<file path="src/rtl/krake_port_arb.sv">
// Round-robin arbiter that shares one krake_port register bus between NUM_M requesters.
// Optional macro ARB_TIMEOUT_EN adds an ack watchdog that aborts a stalled transaction.
module krake_port_arb #(
    parameter int NUM_M   = 4,
    parameter int TIMEOUT = 16
) (
    input  logic               clk_i,
    input  logic               rst_i,
    input  logic [NUM_M-1:0]   m_req_i,
    input  logic [NUM_M-1:0]   m_we_i,
    input  logic [5*NUM_M-1:0] m_adr_i,
    input  logic [8*NUM_M-1:0] m_dat_i,
    output logic [NUM_M-1:0]   m_ack_o,
    output logic [7:0]         m_dat_o,
    output logic               m_err_o,
    output logic [NUM_M-1:0]   gnt_o,
    output logic               stb_o,
    output logic               we_o,
    output logic [4:0]         adr_o,
    output logic [7:0]         dat_o,
    input  logic               ack_i,
    input  logic [7:0]         dat_i,
    output logic [1:0]         dbg_state_o
);

    localparam int PW = (NUM_M > 1) ? $clog2(NUM_M) : 1;

    localparam logic [1:0] S_IDLE = 2'd0;
    localparam logic [1:0] S_WAIT = 2'd1;
    localparam logic [1:0] S_DONE = 2'd2;

    logic [1:0]       state;
    logic [PW-1:0]    ptr;
    logic [PW-1:0]    gidx;
    logic [PW-1:0]    next_ptr;

    logic             sel_valid;
    logic [PW-1:0]    sel_idx;
    logic [NUM_M-1:0] sel_onehot;
    logic             sel_we;
    logic [4:0]       sel_adr;
    logic [7:0]       sel_dat;

    // Scan offsets from high to low so the requester closest to the pointer wins.
    always_comb begin
        int j;
        logic [PW-1:0] jj;
        sel_valid = 1'b0;
        sel_idx   = '0;
        j         = 0;
        jj        = '0;
        for (int i = NUM_M - 1; i >= 0; i--) begin
            j = int'(ptr) + i;
            if (j >= NUM_M) j = j - NUM_M;
            jj = PW'(j);
            if (m_req_i[jj]) begin
                sel_valid = 1'b1;
                sel_idx   = jj;
            end
        end
    end

    always_comb begin
        sel_we     = 1'b0;
        sel_adr    = '0;
        sel_dat    = '0;
        sel_onehot = '0;
        for (int n = 0; n < NUM_M; n++) begin
            if (PW'(n) == sel_idx) begin
                sel_we        = m_we_i[n];
                sel_adr       = m_adr_i[5*n +: 5];
                sel_dat       = m_dat_i[8*n +: 8];
                sel_onehot[n] = 1'b1;
            end
        end
    end

    assign next_ptr    = (gidx == PW'(NUM_M - 1)) ? '0 : gidx + PW'(1);
    assign dbg_state_o = state;

`ifdef ARB_TIMEOUT_EN
    localparam int CW = $clog2(TIMEOUT + 1);
    logic [CW-1:0] cnt;
    logic          err_q;

    assign m_err_o = err_q;

    always_ff @(posedge clk_i) begin
        if (rst_i) begin
            state   <= S_IDLE;
            ptr     <= '0;
            gidx    <= '0;
            cnt     <= '0;
            err_q   <= 1'b0;
            m_ack_o <= '0;
            m_dat_o <= '0;
            gnt_o   <= '0;
            stb_o   <= 1'b0;
            we_o    <= 1'b0;
            adr_o   <= '0;
            dat_o   <= '0;
        end else begin
            stb_o   <= 1'b0;
            m_ack_o <= '0;
            case (state)
                S_IDLE: begin
                    if (sel_valid) begin
                        we_o  <= sel_we;
                        adr_o <= sel_adr;
                        dat_o <= sel_dat;
                        gnt_o <= sel_onehot;
                        gidx  <= sel_idx;
                        stb_o <= 1'b1;
                        cnt   <= '0;
                        state <= S_WAIT;
                    end
                end
                S_WAIT: begin
                    // A real ack beats the watchdog when both land on the same edge.
                    if (!stb_o && ack_i) begin
                        m_dat_o <= dat_i;
                        m_ack_o <= gnt_o;
                        err_q   <= 1'b0;
                        state   <= S_DONE;
                    end else if (cnt == CW'(TIMEOUT)) begin
                        m_dat_o <= 8'hFF;
                        m_ack_o <= gnt_o;
                        err_q   <= 1'b1;
                        state   <= S_DONE;
                    end else begin
                        cnt <= cnt + CW'(1);
                    end
                end
                S_DONE: begin
                    ptr   <= next_ptr;
                    gnt_o <= '0;
                    state <= S_IDLE;
                end
                default: state <= S_IDLE;
            endcase
        end
    end
`else
    assign m_err_o = 1'b0;

    always_ff @(posedge clk_i) begin
        if (rst_i) begin
            state   <= S_IDLE;
            ptr     <= '0;
            gidx    <= '0;
            m_ack_o <= '0;
            m_dat_o <= '0;
            gnt_o   <= '0;
            stb_o   <= 1'b0;
            we_o    <= 1'b0;
            adr_o   <= '0;
            dat_o   <= '0;
        end else begin
            stb_o   <= 1'b0;
            m_ack_o <= '0;
            case (state)
                S_IDLE: begin
                    if (sel_valid) begin
                        we_o  <= sel_we;
                        adr_o <= sel_adr;
                        dat_o <= sel_dat;
                        gnt_o <= sel_onehot;
                        gidx  <= sel_idx;
                        stb_o <= 1'b1;
                        state <= S_WAIT;
                    end
                end
                S_WAIT: begin
                    // An ack in the strobe cycle itself belongs to nobody.
                    if (!stb_o && ack_i) begin
                        m_dat_o <= dat_i;
                        m_ack_o <= gnt_o;
                        state   <= S_DONE;
                    end
                end
                S_DONE: begin
                    ptr   <= next_ptr;
                    gnt_o <= '0;
                    state <= S_IDLE;
                end
                default: state <= S_IDLE;
            endcase
        end
    end
`endif

endmodule
</file>
<file path="config.mk">
export PLATFORM = sky130hd
export DESIGN_NAME = krake_port_arb
export DESIGN_NICKNAME = d
export VERILOG_FILES = /design/src/rtl/krake_port_arb.sv
export SDC_FILE = /design/constraint.sdc
export NUM_CORES = 1
export LEC_CHECK = 0
export ABC_AREA = 0
export CAP_MARGIN = 30
export CORE_MARGIN = 2
export CORE_UTILIZATION = 25
export CTS_CLUSTER_SIZE = 8
export DETAILED_ROUTE_END_ITERATION = 8
export SYNTH_ARGS = -nofsm -noshare
export SYNTH_HDL_FRONTEND = slang
export SYNTH_SLANG_ARGS = --single-unit
</file>
<file path="constraint.sdc">
create_clock -name clk_i -period 4.85 [get_ports clk_i]
set_input_delay 0.7275 -clock clk_i [delete_from_list [all_inputs] [get_ports clk_i]]
set_output_delay 0.7275 -clock clk_i [all_outputs]
set_load 0.01 [all_outputs]
</file>
==> run_results.csv <==
group,metric,value,unit
sta,finalCriticalPeriod,2900,ps
finish,multi_input_area,1010,um^2
die,num_rows,31,
pwr,power.total,0.751,mW
synthesis,syn_area,1860,um^2
pwr,power_frac_clock,27.8,%
finish,layout.nets,388,
synthesis,yosys.area_share.simple,22.4,%
setup_path,path_delay_family,"simple AND/OR/NAND/NOR gates",
pwr,peakVddDrop,0.102,mV
clock_tree,clockBufferDepth,2,
global_routing,track_usage,13.5,%
drt,wl_per_cell,13.3,um
setup_path,crit_slowest_cell,"a211o_1",
sta,finClkSkew,7.35,ps
finish,seq_area,741,um^2
die,core_area,7210,um^2
pwr,switching_share,27.2,%
synthesis,syn_nets,292,
finish,drive_gt1_share,4.10,%
setup_path,worst_setup_path_start_kind,"primary input",
sta,rsz0062_at_grt,"false",
pwr,p_leak,1.14,nW
setup_path,reg2reg_slack,2620,ps
clock_tree,cts_hold_buf,0,
setup_path,crit_buf_inv,2,
clock_tree,cts_num_sinks,37,
placed_design,dpl_worst_slack,1370,ps
setup_path,path_class,"in2reg",
die,die_w,90.2,um
pwr,p_switching,0.204,mW
clock_tree,cts_made_buffers,5,
drt,via_per_inst,4.49,
finish,diodes,0,
sta,setup_tns,0,ps
sta,slew_violations,0,
global_routing,grt_pass1_vias,1837,
pwr,intPower,0.547,mW
pwr,seq_power_share,45.4,%
clock_tree,post_cts_buffers,0,
clock_tree,post_cts_resized,0,
synthesis,synth_xor_area_share,0,%
placed_design,port_buffers,103,
global_routing,antenna_found_initial,0,
sta,setup_violations,0,
clock_tree,clock_insertion_delay_worst_skew,290,ps
sta,fmax,345,MHz
global_routing,grt_max_degree,31,
outcome,outcome,"complete, no violations",
drt,postRouteAntennaNets,0,
pwr,p_per_area,248,nW/um^2
synthesis,synthMuxAreaShare,8.09,%
synthesis,synth_adder_area_share,0.674,%
clock_tree,tritoncts,"done",
sta,relSlewSlack,41.4,%
synthesis,syn_inst,220,
sta,hold_viol_final,0,
synthesis,synth_seq_area_share,39.9,%
setup_path,arrival,3070,ps
sta,worst_pin_slew,876,ps
synthesis,ys_ff_latch,37,
die,pin_count,105,
global_routing,grt_overflow,0,
setup_path,critPathCaptureType,"flip-flop",
synthesis,yosys_warnings,0,
setup_path,required,5020,ps
setup_path,worstPathMaxFanout,30,
drt,drt_pass1_iterations,4,
drt,vias,1869,
setup_path,crit_chain,"clkdlybuf4s50_1, nor2b_1, a211o_1, and2_1, buf_8, mux2i_1, o211ai_1",
die,initial_core_util,25.7,%
synthesis,postSynthAreaPerCell,8.43,um^2
drt,drt_iter0_drc,77,
sta,finalWorstSetupSlack,1950,ps
sta,timing.final.crit_share,59.8,%
setup_path,cpPeakStageDelay,610,ps
synthesis,synth_compound_area_share,22.9,%
drt,routed_wl,5530,um
die,design.die.area,8130,um^2
drt,drc,0,
placed_design,gp_congestion,0.777,
synthesis,synth_top_family_by_area,"compound AO/OA/AOI/OAI gates",
flow_run,drv_cap,0,
min_path,min_path_type,"reg2reg",
clock_tree,path_clk_slew,70,ps
finish,fillers,765,
global_routing,grt_pass1_wl,8960,um
pwr,pwr-share-comb,26.8,%
finish,area_delta_synth_final,63.0,%
die,die_y,90.2,um
clock_tree,htreeDepth,2,
synthesis,synthDistinctLibCells,33,
clock_tree,root_buffer,"clkbuf_8",
placed_design,dpl.hpwl,4160,um
per-layer routing:
metal / up-vias / routed length (um) / track usage (%)
met5: - / 0 / 0
met2: 53 / 2690 / 22.5
met4: 0 / 116 / 4.36
met3: 9 / 273 / 3.27
met1: 842 / 2450 / 17.1
li1: 965 / - / -
through the flow:
| step | instances | hold WS (ps) | instance area, um^2 | utilization [%] |
|---|---|---|---|---|
| 4_1_cts | 415 | 458 | 3010 | 41.7 |
| 5_1_grt | 416 | 476 | 3030 | 41.9 |
| 2_1_floorplan | 220 | 440 | 1860 | - |
| 6_report | 416 | 456 | 3030 | 41.9 |
| 3_5_place_dp | 407 | 447 | 2930 | 40.6 |
| 3_3_place_gp | 406 | 444 | 2920 | 40.4 |
cell usage in the layout (no fill, tap or decap), types with 3 or more instances in the layout:
cell	instances
clkdlybuf4s50_1	103
dfxtp_1	37
nand2_1	36
and3_1	19
mux2i_1	15
a21oi_1	15
a21boi_0	14
o21ai_1	13
o211ai_1	13
nor2_1	6
nand3_1	6
nor2b_1	5
clkbuf_8	5
or3_1	3
sequential cells by signal, indices dropped and copies added (netlist names):
register and cells:
adr_o 5, dat_o 8, dbg_state_o 2, gidx 2
gnt_o 4, m_ack_o 4, m_dat_o 8, ptr 2
stb_o 1, we_o 1
final timing paths:
path	startpoint	end	cells after the start
setup / recovery	m_req_i[2]	dat_o[6]	7
hold / removal	m_dat_o[0]	m_dat_o[0]	2
setup reg to reg	ptr[0]	dat_o[6]	6
hold reg to reg	m_dat_o[0]	m_dat_o[0]	2
worst register-to-register path: cells and delay by family (launching register included):
| kind | cells | cell delay [ps] |
|---|---|---|
| simple gates | 2 | 680 |
| compound gates | 2 | 670 |
| flops | 1 | 340 |
| buf+inv | 1 | 230 |
| mux | 1 | 200 |
kinds of logic after synthesis:
logic type | Yosys count
AO/OA/AOI/OAI | 63
adder cells (fa/ha/maj) | 1
buffers and inverters | 19
flip-flops | 37
multiplexers | 15
other | 1
AND/OR/NAND/NOR | 84
cells in the mapped netlist:
library cell   n  area, um^2
a21boi_0      14         105
and2b_1        1        7.51
clkbuf_1       9        33.8
and3b_1        1        8.76
o21ai_0        2        10.0
and3_1        19         119
nand3b_1       1        7.51
inv_1          2        7.51
o21ai_1       13        65.1
a21oi_1       15        75.1
o211ai_2       1        12.5
conb_1         1        3.75
nand3_1        6        30.0
and2_1         1        6.26
a211o_1        1        8.76
nand2b_1       1        6.26
or3_1          3        18.8
nor4_1         1        6.26
nand2_1       36         135
nor2_1         6        22.5
buf_2          3        15.0
o21bai_1       2        15.0
nor2b_1        5        31.3
buf_4          1        7.51
mux2i_1       15         150
nand2_2        1        6.26
ha_1           1        12.5
buf_6          4        45.0
nor3_1         2        10.0
a311oi_4       1        26.3
o211ai_1      13        97.6
dfxtp_1       37         741
a2111oi_0      1        8.76
cell type report:
cell class	count	area share, %
sequential	37	24.5
clock buffer	6	2.40
clock inverter	2	0.331
multi-input combinational	164	33.3
timing repair buffer	106	35.2
inverter	2	0.248
tap	99	4.09
power by group through the flow:
stage          Sequential (mW)  Clock [mW]  Combinational, mW
2_1_floorplan            0.356           0             0.0806
3_3_place_gp             0.348           0              0.199
3_5_place_dp             0.348           0              0.202
4_1_cts                  0.341       0.219              0.202
5_1_grt                  0.345       0.231              0.219
6_report                 0.341       0.209              0.201
(Power assumes the default switching activity.)
